<file path="config.mk">
export PLATFORM = sky130hd
export DESIGN_NAME = alu_result_bank
export DESIGN_NICKNAME = d
export VERILOG_FILES = /design/src/rtl/alu_result_bank_pkg.sv /design/src/rtl/alu_result_bank_button_sync_edge.sv /design/src/rtl/alu_result_bank.sv
export SDC_FILE = /design/constraint.sdc
export NUM_CORES = 1
export LEC_CHECK = 0
export CAP_MARGIN = 20
export CORE_ASPECT_RATIO = 1.5
export CORE_MARGIN = 2
export CORE_UTILIZATION = 40
export CTS_CLUSTER_DIAMETER = 40
export DETAILED_ROUTE_END_ITERATION = 6
export GPL_ROUTABILITY_DRIVEN = 0
export PLACE_DENSITY = 0.64
export SKIP_LAST_GASP = 1
export SLEW_MARGIN = 20
export SYNTH_ARGS = -nofsm -noshare
export SYNTH_HDL_FRONTEND = slang
export SYNTH_SLANG_ARGS = --single-unit
</file>
<file path="constraint.sdc">
create_clock -name clock -period 4.8 [get_ports clock]
set_clock_uncertainty 0.15 [all_clocks]
set_input_delay 0.96 -clock clock [delete_from_list [all_inputs] [get_ports clock]]
set_output_delay 0.96 -clock clock [all_outputs]
set_load 0.05 [all_outputs]
</file>
<file path="src/rtl/alu_result_bank_pkg.sv">
// Shared constants and source-select encoding for the ALU result bank.
package alu_result_bank_pkg;

  localparam int unsigned WIDTH_DEF = 16;
  localparam int unsigned DEPTH_DEF = 4;
  localparam int unsigned IDX_W_DEF = $clog2(DEPTH_DEF);

  // Which source, if any, commits a value this cycle.
  typedef enum logic [1:0] {
    SRC_NONE = 2'd0,
    SRC_ALU  = 2'd1,
    SRC_ALT  = 2'd2
  } src_e;

endpackage

</file>
<file path="src/rtl/alu_result_bank_button_sync_edge.sv">
// Synchronises an asynchronous level input and emits a one-cycle pulse on
// each rising edge. Shared by the front-panel inputs.
module button_sync_edge #(
  parameter int unsigned SYNC_STAGES = 2
) (
  input  logic clock,
  input  logic reset,
  input  logic async_in,
  output logic rise_pulse
);

  logic [SYNC_STAGES-1:0] sync_q;
  logic                   prev_q;

  // Synchroniser chain followed by a single history flop for edge detect.
  always_ff @(posedge clock or negedge reset) begin
    if (!reset) begin
      sync_q <= '0;
      prev_q <= 1'b0;
    end else begin
      sync_q <= {sync_q[SYNC_STAGES-2:0], async_in};
      prev_q <= sync_q[SYNC_STAGES-1];
    end
  end

  assign rise_pulse = sync_q[SYNC_STAGES-1] & ~prev_q;

endmodule

</file>
<file path="src/rtl/alu_result_bank.sv">
// Current ALU/alternate result register with a DEPTH-entry ring-buffer
// history that can be stepped through for display.
module alu_result_bank
  import alu_result_bank_pkg::*;
#(
  parameter int unsigned WIDTH       = WIDTH_DEF,
  parameter int unsigned DEPTH       = DEPTH_DEF,
  parameter int unsigned SYNC_STAGES = 2
) (
  input  logic                       clock,
  input  logic                       reset,
  input  logic                       load_alu,
  input  logic                       load_alt,
  input  logic                       button,
  input  logic [WIDTH-1:0]           alu_in,
  input  logic [WIDTH-1:0]           alt_in,
  input  logic                       view_step,
  output logic [WIDTH-1:0]           outs,
  output logic [WIDTH-1:0]           view_out,
  output logic [$clog2(DEPTH)-1:0]   view_idx,
  output logic [$clog2(DEPTH):0]     count,
  output logic                       pushed
);

  localparam int unsigned IDX_W = $clog2(DEPTH);
  localparam int unsigned CNT_W = IDX_W + 1;

  logic             btn_rise;
  src_e             src;
  logic [WIDTH-1:0] commit_val;

  logic [WIDTH-1:0] outs_q,     outs_d;
  logic [IDX_W-1:0] wr_ptr_q,   wr_ptr_d;
  logic [CNT_W-1:0] count_q,    count_d;
  logic [IDX_W-1:0] view_idx_q, view_idx_d;
  logic             pushed_q,   pushed_d;
  logic [WIDTH-1:0] hist_q [DEPTH];
  logic [IDX_W-1:0] rd_ptr;

  button_sync_edge #(
    .SYNC_STAGES (SYNC_STAGES)
  ) u_btn (
    .clock      (clock),
    .reset      (reset),
    .async_in   (button),
    .rise_pulse (btn_rise)
  );

  // Commit source select: ALU load outranks a qualified button press, and a
  // press that loses to the ALU (or arrives without load_alt) is dropped.
  always_comb begin
    src        = SRC_NONE;
    commit_val = '0;
    if (load_alu) begin
      src = SRC_ALU;
    end else if (btn_rise && load_alt) begin
      src = SRC_ALT;
    end
    unique case (src)
      SRC_ALU: commit_val = alu_in;
      SRC_ALT: commit_val = alt_in;
      default: commit_val = '0;
    endcase
  end

  // Next-state for result, pointers, fill count and view position.
  always_comb begin
    outs_d     = outs_q;
    wr_ptr_d   = wr_ptr_q;
    count_d    = count_q;
    view_idx_d = view_idx_q;
    pushed_d   = 1'b0;
    if (src != SRC_NONE) begin
      outs_d     = commit_val;
      wr_ptr_d   = wr_ptr_q + IDX_W'(1);
      count_d    = (count_q == CNT_W'(DEPTH)) ? count_q : count_q + CNT_W'(1);
      view_idx_d = '0;
      pushed_d   = 1'b1;
    end else if (view_step) begin
      if (count_q == '0) begin
        view_idx_d = '0;
      end else if ({1'b0, view_idx_q} == count_q - CNT_W'(1)) begin
        view_idx_d = '0;
      end else begin
        view_idx_d = view_idx_q + IDX_W'(1);
      end
    end
  end

  // Control and result registers.
  always_ff @(posedge clock or negedge reset) begin
    if (!reset) begin
      outs_q     <= '0;
      wr_ptr_q   <= '0;
      count_q    <= '0;
      view_idx_q <= '0;
      pushed_q   <= 1'b0;
    end else begin
      outs_q     <= outs_d;
      wr_ptr_q   <= wr_ptr_d;
      count_q    <= count_d;
      view_idx_q <= view_idx_d;
      pushed_q   <= pushed_d;
    end
  end

  // History storage; the write slot is the current write pointer.
  always_ff @(posedge clock or negedge reset) begin
    if (!reset) begin
      for (int unsigned i = 0; i < DEPTH; i++) begin
        hist_q[i] <= '0;
      end
    end else if (src != SRC_NONE) begin
      hist_q[wr_ptr_q] <= commit_val;
    end
  end

  // Newest entry sits one behind the write pointer; DEPTH is a power of two
  // so the pointer subtraction wraps naturally.
  assign rd_ptr   = wr_ptr_q - IDX_W'(1) - view_idx_q;
  assign view_out = (count_q == '0) ? '0 : hist_q[rd_ptr];

  assign outs     = outs_q;
  assign view_idx = view_idx_q;
  assign count    = count_q;
  assign pushed   = pushed_q;

endmodule

</file>
==> summary.txt <==
Clock tree
  • Root Driver: clkbuf_16
  • CTS sink count: slightly above 90
  • Max clock buf depth: 2
  • Num CTS Buffers: 9
  • Htree depth: 3
  • Post_cts resized: 0
  • CTS tree: yes
  • Clk slew on worst S/H paths: ~60 ps
  • Clock Latency Late Sink: 330 ps

Global routing
  • Antenna violations before repair: 0
  • First-pass GRT wire length: roughly 16 mm
  • Vias in the first global route: approximately 3000
  • Largest net degree at the start of global routing: 57
  • Total global-route track usage: between 15 and 20%
  • GRT overflow: 0

Floorplanning
  • Die X: between 80 and 90 um
  • Initial Util: between 40% and 50%
  • Core region area: ~10000 um2
  • DIE HEIGHT: roughly 130 um
  • Die area: ~11000 um2
  • IO Pins: 76
  • Rows: 45

Drt
  • Drt pass-1 iters: 5
  • Max layer used: met4
  • Met1 WL: roughly 4.1 mm
  • Total Wirelength: around 9.4 mm
  • Vias per cell: between 5 and 6
  • Drt drc: 0
  • Via count: around 3100
  • Post-DRT Antenna Nets: 0
  • Met2 WL: about 4.9 mm
  • Per-cell routed wire length: around 16 um
  • Met3 wire len: about 300 um
  • Iter 0 DRT Violations: 158

Cells and area
  • Synth-to-layout area growth: 29.0%
  • ANT cells: 0
  • Final #Nets: between 500 and 600
  • Layout cells sized above 1: 6.74%
  • Fillers: between 900 and 1000

Yosys
  • Synth cell count leaders: 98 x nand2_1, 91 x dfrtp_1, 60 x o21ai_0, 33 x mux2i_1, 18 x a21oi_1
  • Ys flop type: dfrtp_1
  • Post-synthesis instance area: 4060 um2
  • Async S/R FF share, synth: 100%
  • Seq/Total Area, Yosys: around 56%
  • Synth Register Bits: between 90 and 100
  • Cell count after synthesis: between 400 and 500
  • Largest area contributor in the netlist: dfrtp_1
  • Avg Inst Size Synth: 10.1 um2
  • Ys Warns: 0
  • Top cells by area, synth: dfrtp_1 56%, nand2_1 9.1%, mux2i_1 8.1%
  • Syn nets: roughly 450
  • Synth cell types: 30
  • Post-synth EDFFs: 0
  • Top-area cell type share of the netlist area: between 50 and 60%
  • Most numerous cell in the Yosys netlist: nand2_1

Setup path
  • Critical path peak fanout: 12
  • Critical-path cell list: inv_1 > ha_1 > xor2_1 > xnor2_4 > buf_4 > mux2i_1 > o22ai_1 > clkdlybuf4s50_1
  • Slowest-stage cell, CP: clkdlybuf4s50_1
  • Setup CP Type: reg -> out
  • Max stage delay on crit path: between 800 and 900 ps
  • RR Endpoint: count[1]
  • Worst EP required: 3690 ps
  • Register-to-Register Path Depth: 5
  • Worst Setup Start Kind: register
  • Setup crit end kind: output port
  • Internal reg-to-reg setup slack: approximately 2700 ps
  • Reg2reg start: u_btn.sync_q[1]
  • Worst EP arrival: about 3400 ps

Timing
  • Fmax: ~220 MHz
  • Final hold slack: around 200 ps
  • RSZ-0062 raised after global routing: false
  • Max-slew headroom: 31.0%
  • Endpoints failing setup: 0
  • Worst Tran Pin Value: 1030 ps
  • Final Hold Viols: 0
  • Fin crit period: 4550 ps
  • Setup_tns: 0 ps
  • Fin crit share: between 90% and 100%
  • Slew Limit Fails: 0

Run status
  • Status: complete, no violations

Run
  • Max-Cap Viols: 0

Hold path
  • Hold Crit Depth: 0
  • Hold_sp: u_btn.sync_q[0]
  • Worst min path class: reg -> reg
  • Worst Hold Path EP: u_btn.sync_q[1]

Placement
  • IO buf count: between 70 and 80
  • Post-DP HPWL: 6.25 mm

Power
  • Clk pwr share: between 10% and 20%
  • Pint: between 0.002 and 0.0025 W
  • Pwr/cell area: 791 nW/um2
  • Seq pwr share: 28.6%
  • Leak: between 2 and 2.5 nW
  • VDD IR max: 0.480 mV
  • Comb pwr share: ~54%
  • Sw power: roughly 0.0018 W
  • Switching part of the total: ~44%
-- cell type report --
class                   instances  area (um2)  area share (%)
clock buffers                  14         284            5.43
clock inverters                 1        30.0           0.574
inverters                       6        22.5           0.430
well taps                     117         146            2.80
repair buffers                 82         801            15.3
flip-flops and latches         91        2280            43.5
multi-input cells             281        1670            32.0
-- power by group through the flow --
stage	Combinational [W]	Sequential [W]	Clock (W)
floorplan	0.00151	0.00127	0
detailed placement	0.00222	0.00120	0
finish	0.00223	0.00118	0.000724
global placement	0.00219	0.00119	0
global route	0.00240	0.00122	0.000774
CTS	0.00223	0.00118	0.000743
-- critical path, delay by kind of cell (launching register included) --
family	cells	cell delay, ps
adders and majority gates	1	210
muxes	1	130
AOI/OAI and AO/OA	1	190
buffers and inverters	3	1250
xor gates and xnor gates	2	900
DFF	1	410
-- cell usage in the layout, fill, tap and decap left out, drive strengths merged --
cell,n
nand2,98
dfrtp,91
clkdlybuf4s50,74
o21ai,69
mux2i,33
a21oi,18
o22ai,16
nor3b,15
clkbuf,14
ha,8
buf,8
inv,6
xnor2,6
nand2b,4
xor2,2
nand3,2
a31oi,2
nor2,2
and3b,1
nand3b,1
mux2,1
o31a,1
nor2b,1
nand4b,1
bufinv,1
-- state kept, by name (all words and copies together), names as in the netlist --
name,flops
count,3
pushed,1
outs,16
u_btn.sync_q,2
hist_q,64
view_idx,2
wr_ptr_q,2
u_btn.prev_q,1
-- cell families after synthesis --
logic type | share of synthesized area, %
compound gates | 13.8
xor+xnor | 1.70
fa+ha+maj | 2.47
buf+inv | 3.58
flops | 56.1
mux | 8.42
simple gates | 13.9
-- per-stage QoR --
stage	std cells	utilization, %	power, W	setup slack (ps)	cell area [um2]
after floorplan	401	-	0.00278	1120	4060
after global placement	576	48.9	0.00338	429	4900
after detailed placement	576	48.9	0.00342	374	4900
after CTS	591	52.1	0.00416	4.26	5220
after global routing	592	52.2	0.00440	67.0	5230
final	592	52.2	0.00414	254	5230
-- worst max-delay path by stage --
stage / to / startpoint / cells past startpoint
floorplan: view_out[0] / view_idx[0] / 7
global placement: view_out[15] / view_idx[0] / 8
detailed placement: view_out[12] / view_idx[0] / 8
CTS: view_out[15] / view_idx[0] / 8
global route: view_out[12] / view_idx[0] / 8
finish: view_out[15] / view_idx[0] / 8
-- repair_timing --
item	CTS	global route
hold buffers	0	0
setup endpoints to repair	0	5
setup buffers	0	0
-- routing by layer --
layer / vias to the layer above / GRT usage, %
li1: 1514 / -
met1: 1504 / 23.6
met2: 47 / 30.8
met3: 10 / 3.55
met4: 0 / 5.79
met5: - / 0
No activity file was read; power rests on OpenSTA's default activity.
==> RTL edit: new RTL, same flow settings <==
`SYNC_STAGES` is set to 2 in 2 places; all go to 4.
--- a/src/rtl/alu_result_bank_button_sync_edge.sv
+++ b/src/rtl/alu_result_bank_button_sync_edge.sv
@@ -2,5 +2,5 @@
 // each rising edge. Shared by the front-panel inputs.
 module button_sync_edge #(
-  parameter int unsigned SYNC_STAGES = 2
+  parameter int unsigned SYNC_STAGES = 4
 ) (
   input  logic clock,
--- a/src/rtl/alu_result_bank.sv
+++ b/src/rtl/alu_result_bank.sv
@@ -6,5 +6,5 @@
   parameter int unsigned WIDTH       = WIDTH_DEF,
   parameter int unsigned DEPTH       = DEPTH_DEF,
-  parameter int unsigned SYNC_STAGES = 2
+  parameter int unsigned SYNC_STAGES = 4
 ) (
   input  logic                       clock,
Formal check against the unedited RTL: not equivalent (Yosys sat finds a counterexample within 4 cycles, from zero or initial values and one cycle with reset low).
==> RTL edit against the original RTL <==
  * Area after synthesis up 1.2%
  * Fmax up 4.5%
  * Largest power group unchanged
  * Critical path type unchanged
  * Setup slack better by 0.19 ns
  * Power up 0.14%
  * Via count up 0.59%
  * Final area up 0.43%
  * Sequential cell count up 2
  * Wire length down 0.66%
  * Worst hold slack better by 0.0017 ns
==> RTL edit: results (changes against the original RTL) <==
[power]
ir_drop_v=0.000470  ; -2.1%
power.leakage_uw=0.00237  ; +0.79%

[setup_path]
worstPathArrival_ns=3.24  ; -0.20 ns
cpLargestDelayFamily=buffers and inverters

[global_route]
grt_pass1_wl_um=15700  ; +1.2%
grt_max_degree=53  ; -7.0%
antenna_found_initial=0  ; unchanged
track_usage_pct=18.4  ; +0.15 points

[cells_and_area]
regMostFlops=hist_q
fillers=897  ; -4.3%
nNetsFinal=520  ; +0.58%
finalNonFillerCells=596  ; +0.68%
largest_reg_flops=64  ; unchanged
num_antenna_cells=0  ; unchanged
drive_gt1_share_pct=6.89  ; +0.15 points

[placement]
dp.cells=580  ; +0.69%
port_buffers=75  ; unchanged
dp_hpwl_um=6460  ; +3.3%

[sta]
slew-limit-headroom_pct=43.3  ; +12 points
setup_violations=0  ; unchanged

[route]
dr.first_iter.drc_count=263  ; +66%
dr.pass1.iters=4  ; -1
wl_per_cell_um=15.8  ; -1.3%
vias=3093  ; +0.59%

[clocking]
htree_num_levels=3  ; unchanged
numCtsBuffers=9  ; unchanged
cts_buffer_depth=2  ; unchanged
cts-root-buf=clkbuf_16
path_clk_slew_ns=0.06  ; about the same

[synthesis]
synth_nets=449  ; +0.45%
synthArstFlopShare_pct=100  ; unchanged
synthTopCellsByCount=98 x nand2_1, 93 x dfrtp_1, 60 x o21ai_0
yosysSeqAreaShare_pct=56.7  ; +0.57 points
synth_cells=403  ; +0.50%
synth_area_leaders=dfrtp_1 57%, nand2_1 9.0%, mux2i_1 8.0%
synth_cell_types=29  ; -3.3%
yosysWarningCount=0  ; unchanged

[run_status]
status=completed

## RTL edit: cell count changes after synthesis, sizes merged
cell	unedited run	this run
buf	12	14
clkbuf	12	10
dfrtp	91	93
## RTL edit: power by group
part           total (uW)  internal, uW  leakage, uW  switching [uW]
Clock                 681           393     0.000146             288
Sequential           1230          1060      0.00118             167
Combinational        2240           824      0.00104            1410
## RTL edit: metal layers
layer	GRT usage, %	share of wire [%]	vias up
met3	4.57	4.2	9
met1	23.3	43	1496
met4	6.62	1.7	0
met2	30.4	51	67
met5	0	0	-
li1	-	-	1521
## RTL edit: metrics by stage
stage	power [uW]	setup WS, ns	hold WS (ns)	instance area, um^2
final	4150	0.449	0.203	5260
after floorplan	2850	1.12	0.181	4100
after detailed placement	3510	0.806	0.188	4970
after global routing	4400	0.254	0.209	5260
after CTS	4190	0.422	0.202	5260
after global placement	3460	0.832	0.190	4970
## RTL edit: path summary, 6_finish.rpt
check	start	end	slack (ns)	depth (start not counted)
setup / recovery	view_idx[0]$_DFFE_PN0P_	view_out[13]	0.45	8
hold / removal	u_btn.sync_q[2]$_DFF_PN0_	u_btn.sync_q[3]$_DFF_PN0_	0.20	0
setup reg to reg	u_btn.sync_q[3]$_DFF_PN0_	hist_q[62]$_DFFE_PN0P_	2.71	4
hold reg to reg	u_btn.sync_q[2]$_DFF_PN0_	u_btn.sync_q[3]$_DFF_PN0_	0.20	0
max in group asynchronous	reset	hist_q[9]$_DFFE_PN0P_	3.00	2
min in group asynchronous	reset	outs[1]$_DFFE_PN0P_	0.44	1
## RTL edit: cells by family after synthesis
group | Yosys count | synth area share, %
adder cells (fa/ha/maj) | 8 | 2.44
buffers and inverters | 30 | 3.60
AO/OA/AOI/OAI | 106 | 13.6
flip-flops | 93 | 56.7
AND/OR/NAND/NOR | 125 | 13.7
multiplexers | 34 | 8.32
XOR/XNOR | 7 | 1.68
## RTL edit: layout make-up
| class | instances | area share [%] |
|---|---|---|
| clock buffer | 13 | 5.14 |
| inverter | 6 | 0.428 |
| clock inverter | 3 | 0.357 |
| tap | 117 | 2.79 |
| sequential | 93 | 44.3 |
| multi-input combinational | 280 | 31.5 |
| timing repair buffer | 84 | 15.5 |
